[src/rtl/obi_sram_bank_ctrl_if.sv]
// rtl/obi_sram_bank_ctrl_if.sv - OBI request/response bundle between the system bus and one RAM bank
interface obi_sram_bank_ctrl_if;
    logic        req;
    logic        we;
    logic [3:0]  be;
    logic [31:0] addr;
    logic [31:0] wdata;
    logic        gnt;
    logic        rvalid;
    logic [31:0] rdata;

    modport master (
        output req, we, be, addr, wdata,
        input  gnt, rvalid, rdata
    );

    modport slave (
        input  req, we, be, addr, wdata,
        output gnt, rvalid, rdata
    );
endinterface

[src/rtl/obi_sram_bank_ctrl.sv]
// rtl/obi_sram_bank_ctrl.sv - OBI slave to single-port SRAM bank with sleep/retention handshake
// Optional byte parity on the SRAM data path: define OBI_SRAM_PARITY_EN.
module obi_sram_bank_ctrl #(
    parameter int NUM_WORDS   = 8192,
    parameter int RD_LAT      = 1,
    parameter int WAKE_CYCLES = 4,
    localparam int ADDR_W     = $clog2(NUM_WORDS)
) (
    input  logic                  clk_i,
    input  logic                  rst_i,
    obi_sram_bank_ctrl_if.slave   obi,
    output logic                  sram_req_o,
    output logic                  sram_we_o,
    output logic [ADDR_W-1:0]     sram_addr_o,
    output logic [3:0]            sram_be_o,
`ifdef OBI_SRAM_PARITY_EN
    output logic [35:0]           sram_wdata_o,
    input  logic [35:0]           sram_rdata_i,
    output logic                  parity_err_o,
    output logic [7:0]            parity_err_cnt_o,
`else
    output logic [31:0]           sram_wdata_o,
    input  logic [31:0]           sram_rdata_i,
`endif
    output logic                  sram_sleep_o,
    input  logic                  sleep_req_i,
    output logic                  sleep_ack_o
);

    typedef enum logic [1:0] {
        ST_ACTIVE = 2'd0,
        ST_DRAIN  = 2'd1,
        ST_SLEEP  = 2'd2,
        ST_WAKE   = 2'd3
    } state_t;

    state_t            state, state_n;
    logic [7:0]        wake_cnt, wake_cnt_n;
    logic [RD_LAT-1:0] pipe_vld;
    logic [RD_LAT-1:0] pipe_wr;
    logic              sleep_q;
    logic              accept;
    logic              rsp_is_read;

    // Address bits above the bank and the byte offset are decoded upstream.
    logic unused_addr_bits;
    assign unused_addr_bits = ^{obi.addr[31:ADDR_W+2], obi.addr[1:0]};

    assign obi.gnt      = obi.req && (state == ST_ACTIVE);
    assign accept       = obi.req && obi.gnt;

    assign sram_req_o   = accept;
    assign sram_we_o    = obi.we;
    assign sram_addr_o  = obi.addr[ADDR_W+1:2];
    assign sram_be_o    = obi.we ? obi.be : 4'hF;

`ifdef OBI_SRAM_PARITY_EN
    assign sram_wdata_o = {^obi.wdata[31:24], ^obi.wdata[23:16],
                           ^obi.wdata[15:8],  ^obi.wdata[7:0], obi.wdata};
`else
    assign sram_wdata_o = obi.wdata;
`endif

    // The oldest pipeline stage lines up with the SRAM read data.
    assign obi.rvalid   = pipe_vld[RD_LAT-1];
    assign rsp_is_read  = pipe_vld[RD_LAT-1] && !pipe_wr[RD_LAT-1];
    assign obi.rdata    = rsp_is_read ? sram_rdata_i[31:0] : 32'h0;

    assign sram_sleep_o = sleep_q;
    assign sleep_ack_o  = sleep_q;

    always_comb begin
        state_n    = state;
        wake_cnt_n = wake_cnt;
        unique case (state)
            ST_ACTIVE: begin
                if (sleep_req_i) state_n = ST_DRAIN;
            end
            ST_DRAIN: begin
                if (!sleep_req_i)          state_n = ST_ACTIVE;
                else if (pipe_vld == '0)   state_n = ST_SLEEP;
            end
            ST_SLEEP: begin
                if (!sleep_req_i) begin
                    state_n    = ST_WAKE;
                    wake_cnt_n = 8'(WAKE_CYCLES - 1);
                end
            end
            ST_WAKE: begin
                if (wake_cnt == 8'd0) state_n    = ST_ACTIVE;
                else                  wake_cnt_n = wake_cnt - 8'd1;
            end
            default: state_n = ST_ACTIVE;
        endcase
    end

    always_ff @(posedge clk_i) begin
        if (rst_i) begin
            state    <= ST_ACTIVE;
            wake_cnt <= 8'd0;
            pipe_vld <= '0;
            pipe_wr  <= '0;
            sleep_q  <= 1'b0;
        end else begin
            state    <= state_n;
            wake_cnt <= wake_cnt_n;
            sleep_q  <= (state_n == ST_SLEEP);
            pipe_vld[0] <= accept;
            pipe_wr[0]  <= obi.we;
            for (int i = 1; i < RD_LAT; i++) begin
                pipe_vld[i] <= pipe_vld[i-1];
                pipe_wr[i]  <= pipe_wr[i-1];
            end
        end
    end

`ifdef OBI_SRAM_PARITY_EN
    logic [3:0] par_mismatch;

    always_comb begin
        par_mismatch = '0;
        for (int k = 0; k < 4; k++) begin
            par_mismatch[k] = (^sram_rdata_i[8*k +: 8]) ^ sram_rdata_i[32+k];
        end
    end

    assign parity_err_o = rsp_is_read && (par_mismatch != 4'h0);

    always_ff @(posedge clk_i) begin
        if (rst_i) begin
            parity_err_cnt_o <= 8'd0;
        end else if (parity_err_o && (parity_err_cnt_o != 8'hFF)) begin
            parity_err_cnt_o <= parity_err_cnt_o + 8'd1;
        end
    end
`endif

endmodule

[src/flat_wrapper.sv]
// flat-port wrapper written by rule: the top's interface ports become plain ports
module obi_sram_bank_ctrl_flat 
#(
    parameter int NUM_WORDS   = 8192,
    parameter int RD_LAT      = 1,
    parameter int WAKE_CYCLES = 4,
    localparam int ADDR_W     = $clog2(NUM_WORDS)
)
  (clk_i, rst_i, sram_req_o, sram_we_o, sram_addr_o, sram_be_o, sram_wdata_o, sram_rdata_i, sram_sleep_o, sleep_req_i, sleep_ack_o, obi_req, obi_we, obi_be, obi_addr, obi_wdata, obi_gnt, obi_rvalid, obi_rdata);
  obi_sram_bank_ctrl_if obi_i ();
  input  logic clk_i;
  input  logic rst_i;
  output logic sram_req_o;
  output logic sram_we_o;
  output logic [ADDR_W-1:0] sram_addr_o;
  output logic [3:0] sram_be_o;
  output logic [31:0] sram_wdata_o;
  input  logic [31:0] sram_rdata_i;
  output logic sram_sleep_o;
  input  logic sleep_req_i;
  output logic sleep_ack_o;
  input wire logic [$bits(obi_i.req)-1:0] obi_req;
  input wire logic [$bits(obi_i.we)-1:0] obi_we;
  input wire logic [$bits(obi_i.be)-1:0] obi_be;
  input wire logic [$bits(obi_i.addr)-1:0] obi_addr;
  input wire logic [$bits(obi_i.wdata)-1:0] obi_wdata;
  output wire logic [$bits(obi_i.gnt)-1:0] obi_gnt;
  output wire logic [$bits(obi_i.rvalid)-1:0] obi_rvalid;
  output wire logic [$bits(obi_i.rdata)-1:0] obi_rdata;
  assign obi_i.req = obi_req;
  assign obi_i.we = obi_we;
  assign obi_i.be = obi_be;
  assign obi_i.addr = obi_addr;
  assign obi_i.wdata = obi_wdata;
  assign obi_gnt = obi_i.gnt;
  assign obi_rvalid = obi_i.rvalid;
  assign obi_rdata = obi_i.rdata;
  obi_sram_bank_ctrl #(.NUM_WORDS(NUM_WORDS), .RD_LAT(RD_LAT), .WAKE_CYCLES(WAKE_CYCLES)) u_core (.clk_i(clk_i), .rst_i(rst_i), .obi(obi_i), .sram_req_o(sram_req_o), .sram_we_o(sram_we_o), .sram_addr_o(sram_addr_o), .sram_be_o(sram_be_o), .sram_wdata_o(sram_wdata_o), .sram_rdata_i(sram_rdata_i), .sram_sleep_o(sram_sleep_o), .sleep_req_i(sleep_req_i), .sleep_ack_o(sleep_ack_o));
endmodule
[config.mk]
export PLATFORM = sky130hd
export DESIGN_NAME = obi_sram_bank_ctrl_flat
export DESIGN_NICKNAME = d
export VERILOG_FILES = /design/src/rtl/obi_sram_bank_ctrl_if.sv /design/src/rtl/obi_sram_bank_ctrl.sv /design/src/flat_wrapper.sv
export SDC_FILE = /design/constraint.sdc
export NUM_CORES = 1
export LEC_CHECK = 0
export CAP_MARGIN = 20
export CORE_MARGIN = 4
export CORE_UTILIZATION = 21
export CTS_BUF_LIST = sky130_fd_sc_hd__clkbuf_4
export DETAILED_ROUTE_END_ITERATION = 8
export GPL_ROUTABILITY_DRIVEN = 0
export PLACE_DENSITY = 0.86
export SLEW_MARGIN = 20
export SYNTH_ARGS = -nofsm -noshare
export SYNTH_HDL_FRONTEND = slang
export SYNTH_SLANG_ARGS = --single-unit
[constraint.sdc]
create_clock -name clk_i -period 1.85 [get_ports clk_i]
set_clock_uncertainty 0.05 [all_clocks]
set_input_delay 0.2775 -clock clk_i [delete_from_list [all_inputs] [get_ports clk_i]]
set_output_delay 0.2775 -clock clk_i [all_outputs]
set_load 0.01 [all_outputs]
==> Word-level counts from Yosys, hierarchy flattened <==
Cells that the tools add are included.
{ "totals": {"word_cells": 31, "reg_bits": 13, "in_bits": 105, "out_inout_bits": 87} }
{ "op_classes": {"n_mux": 11, "eq_ne": 6, "addsub": 1, "n_reduce_logical": 8} }
{ "op_table": {"columns": ["operator", "count"], "rows": [
  ["$mux 32", 1],
  ["$mux 8", 2],
  ["$pmux 8 s2", 1],
  ["$mux 2", 5],
  ["$logic_not 8->1", 1],
  ["$pmux 2 s4", 1],
  ["$sub 8x1->8 const B", 1],
  ["$eq 2x2->1 const B", 3],
  ["$mux 4", 1],
  ["$ne 2x2->1 const B", 2],
  ["$logic_and 1x1->1", 3],
  ["$reduce_and 3->1", 1],
  ["$eq 2x1->1 const B", 1],
  ["$logic_not 2->1", 1],
  ["$reduce_bool 2->1", 1],
  ["$logic_not 1->1", 1]
]} }

==> Depth between registers and ports, before layout <==
{ "depth": {"ltp_word": 4, "mapped_depth": 7, "depth_no_buf": 6} }

==> Worst setup path before layout <==
Ideal clock, no wire load.
{ "synth_path": {"path_type": "register -> register", "start": "reg u_core.wake_cnt[0]", "end": "reg u_core.wake_cnt[6]", "setup_ps": 70, "n_path_buf": 1, "path_slack_ps": 17, "arrival_ps": 1713, "required_ps": 1730, "synth_period_minus_slack_ps": 1833, "stages_incl_launch_ff": 8, "path_cell_list": "dfxtp_1 inv_1 ha_1 nor4bb_4 a211o_1 buf_6 or4_1 a21oi_1"} }
{ "synth_via": {"elab_chain_len": 3, "word_cells_on_any_way": 6, "classes_between": "1 x add/sub; 1 x eq/ne; 2 x mux; 2 x reduce/logical"} }
{ "synth_lines": {"columns": ["item", "line_no", "rtl"], "rows": [
  ["from (decl)", "obi_sram_bank_ctrl.sv:38", "logic [7:0] wake_cnt, wake_cnt_n;"],
  ["from (signal assigned)", "obi_sram_bank_ctrl.sv:106", "wake_cnt <= wake_cnt_n;"],
  ["$sub 8x1->8 / $logic_not 8->1 (equally long branches)", "obi_sram_bank_ctrl.sv:91, obi_sram_bank_ctrl.sv:90", null],
  ["$mux 8 / $ne 2x2->1 (equally long branches)", null, null],
  ["$pmux 8 s2 / $reduce_and 3->1 (equally long branches)", null, null]
]} }
Parallel ways exist; a longest one is shown, timed or not. The select of a mux whose other input is x is not followed.
A chain may end at the register's enable or synchronous reset.

==> Worst setup path in the final report <==
{ "layout_path": {"start": "reg u_core.wake_cnt[0]", "end": "reg u_core.wake_cnt[5]"} }
Same word-level chain as after synthesis.

==> results by group <==
Routing
  – WL per Instance: 12.7 um
  – Routed wire length: 3.58 mm
  – First-pass iteration count of the detailed router: 4
  – Via count: 1168
  – DRC: 0
  – 1st-iter DRT viols: 13
  – Average via count per standard cell: 4.16
  – Detail Route Antenna Nets: 0

Worst setup path
  – R2r startpoint: u_core.wake_cnt[0]
  – Worst r2r dst: u_core.wake_cnt[5]
  – Reg2reg setup slack: 0.06 ns
  – Worst setup EP type: register
  – CP arrival: 1.96 ns
  – Setup crit start kind: register
  – Critical path launch point: u_core.wake_cnt[0]
  – Critical path peak fanout: 5
  – Depth of the most critical reg-to-reg path: 6
  – WS Path Type: reg -> reg
  – CP required: 2.02 ns

Synth
  – Synth unique cells: 34
  – Area leader, netlist: buf_4
  – Synth warn: 0
  – Complex-gate fraction of the synthesized area: 0.112
  – Mapped Avg Cell Area: 7.97 um2
  – Post-synth top area share: 0.283
  – Synth Area in XOR/XNOR: 0
  – Synth Instances: 160
  – Top cells by area, synth: buf_4, dfxtp_1, and2_1
  – Synthesized-area fraction occupied by and/or/nand/nor cells: 0.334
  – Sequential area share after synthesis: 0.204
  – Flops & latches, synth: 13
  – Syn Nets: 266
  – Synth Area in Adders: 0.00981
  – Synth Cell Area: ~1300 um2
  – Largest family of logic cells by synthesized area: simple AND/OR/NAND/NOR gates
  – Post-synthesis mux area share: 0.0167

Placed design
  – DP Area: 1870 um2
  – DPL Wire Length: 2.75 mm
  – Port buffer count: 82
  – # placed instances: approximately 270

Power and ir drop
  – Power density over the cells: 428 nW/um2
  – LEAKAGE: 0.000900 uW
  – Peak VDD IR: ~280 uV
  – Total power: about 830 uW

Floorplanning
  – Die span in y: 85.9 um
  – # rows: 28
  – Starting Density: 0.215
  – Core area: 5920 um2
  – I/O pin count: 192
  – Die Width: 85.9 um
  – Die ar.: 7380 um2

STA
  – Max Slew Vio Count: 0
  – Pin slew with the least headroom to its limit: 0.588 ns
  – Crit path time final: 1.79 ns
  – Final Hold Fails: 0
  – Unrepaired setup endpoints after global routing: true
  – Relative slew slack: 0.604
  – Final setup violation count: 0
  – Max Freq: 558 MHz
  – Crit share post-route: 0.969

Final layout
  – Final #Nets: 313
  – Register Area: around 270 um2
  – Most frequent cells in the layout: clkdlybuf4s50_1, and2_1, dlygate4sd2_1, buf_4, dfxtp_1
  – Area growth, synth to finish: 52.6%
  – Non-filler cells, final: 281
  – Multi-input gate area: 653 um2
  – Number of fillers in the final layout: 616
  – Share of cells above drive strength 1: 0.180
  – N_diodes: 0
  – Design Area, Final: 1950 um2
  – Most common cell after layout, fill and taps aside: clkdlybuf4s50_1

Global routing
  – First-pass GRT wire length: 5.60 mm
  – Largest net degree at the start of global routing: 17
  – Initial antenna violation count: 0
  – Vias in the first global route: ~1.3k
  – Gr usage total: 0.0927
  – Remaining global-route overflow: 0

Clocking
  – Worst-path clk slew: around 0.09 ns
  – CTS max path bufs: 2
  – Root Driver: clkbuf_4
  – Number of clock sinks: 13
  – Total CTS buffers: 3
  – CTS tree: built
  – Clk_lat worst skew: 0.28 ns
  – CTS H-tree depth: 1

Worst hold path
  – Worst Hold End: u_core.wake_cnt[6]
  – Worst hold path type: reg -> reg
  – Worst Min Path Start: u_core.wake_cnt[6]
  – WHS Path Cells: 2

Flow run
  – # Max-Cap Violations: 0

Status
  – Status: finished clean
[per-layer routing]
metal | global-route usage | vias to the layer above | wire length (um)
met1 | 0.112 | 526 | 1470
met4 | 0.0345 | 0 | 63
met2 | 0.153 | 51 | 1720
met5 | 0 | - | 0
li1 | - | 579 | -
met3 | 0.0298 | 12 | 324
[power breakdown]
part           internal [uW]  total (uW)  switching (uW)
registers                294         311            17.0
logic                    200         325             125
clock network           98.2         196            97.4
total                    592         832             240
[Yosys cell counts]
| cell | n |
|---|---|
| o21ai_0 | 2 |
| or3_1 | 3 |
| and2_1 | 32 |
| nor3_2 | 1 |
| a211o_1 | 1 |
| a211oi_1 | 1 |
| inv_1 | 4 |
| clkbuf_1 | 3 |
| o21a_1 | 1 |
| or2_2 | 3 |
| mux2i_1 | 1 |
| buf_1 | 1 |
| a21oi_1 | 8 |
| dfxtp_1 | 13 |
| nor4_1 | 1 |
| and2b_4 | 1 |
| o311ai_1 | 1 |
| nand2_1 | 1 |
| nand2b_1 | 5 |
| nor2b_1 | 3 |
| nor3b_1 | 3 |
| o31ai_1 | 4 |
| buf_4 | 48 |
| a21o_1 | 1 |
| buf_6 | 2 |
| or4_4 | 1 |
| nor2_1 | 5 |
| ha_1 | 1 |
| nor4bb_4 | 1 |
| mux2_2 | 1 |
| or4_1 | 4 |
| a31oi_1 | 1 |
| a221oi_1 | 1 |
| o21bai_1 | 1 |
[worst max path at each step]
stage                               to  cells past startpoint  slack [ns]
finish              u_core.wake_cnt[5]                      6        0.06
global route        u_core.wake_cnt[5]                      6       -0.02
CTS                 u_core.wake_cnt[5]                      6       0.008
detailed placement  u_core.wake_cnt[5]                      5       -0.18
global placement    u_core.wake_cnt[7]                      5       -0.16
floorplan           u_core.wake_cnt[6]                      7        0.02
[cell type report]
| class | instances | share of cell area |
|---|---|---|
| timing repair buffer | 95 | 0.457 |
| multi-input combinational | 90 | 0.336 |
| sequential | 13 | 0.136 |
| tap | 75 | 0.0482 |
| clock buffer | 4 | 0.0154 |
| inverter | 4 | 0.00772 |
[cell families (layout without fill, tap and decap cells)]
kind of cell	Yosys count	count (layout)
flip-flops	13	13
adder cells (fa/ha/maj)	1	1
buffers and inverters	58	103
AO/OA/AOI/OAI	22	23
AND/OR/NAND/NOR	64	64
multiplexers	2	2
[state kept, by name, summed over array words and instances (netlist names)]
register,count
u_core.obi.rvalid,1
u_core.pipe_wr,1
u_core.sleep_ack_o,1
u_core.state,2
u_core.wake_cnt,8
[timing repair]
action,4_1_cts,5_1_grt
setup buffers,2,0
hold buffers,0,0
endpoints found under the hold margin,0,0
endpoints found under the setup margin,39,8
gates resized for setup,41,11
pin swaps,2,5
cloned,2,0
[through the flow]
step	util	hold slack, ns	worst slack [ns]	TNS [ns]
detailed placement	0.315	0.450	-0.183	-0.951
CTS	0.324	0.462	0.00802	0
finish	0.329	0.459	0.0566	0
global placement	0.315	0.431	-0.162	-0.765
floorplan	-	0.299	0.0170	0
global route	0.329	0.490	-0.0212	-0.0212
[worst max-delay path: stages, from the launching register on]
cell      delay [ns]
dfxtp_2         0.34
inv_2           0.05
ha_4            0.15
nor4bb_4        0.15
a211o_4         0.37
or4_1           0.50
a21oi_1         0.13
Note: power is estimated with default switching activity, not from simulation.
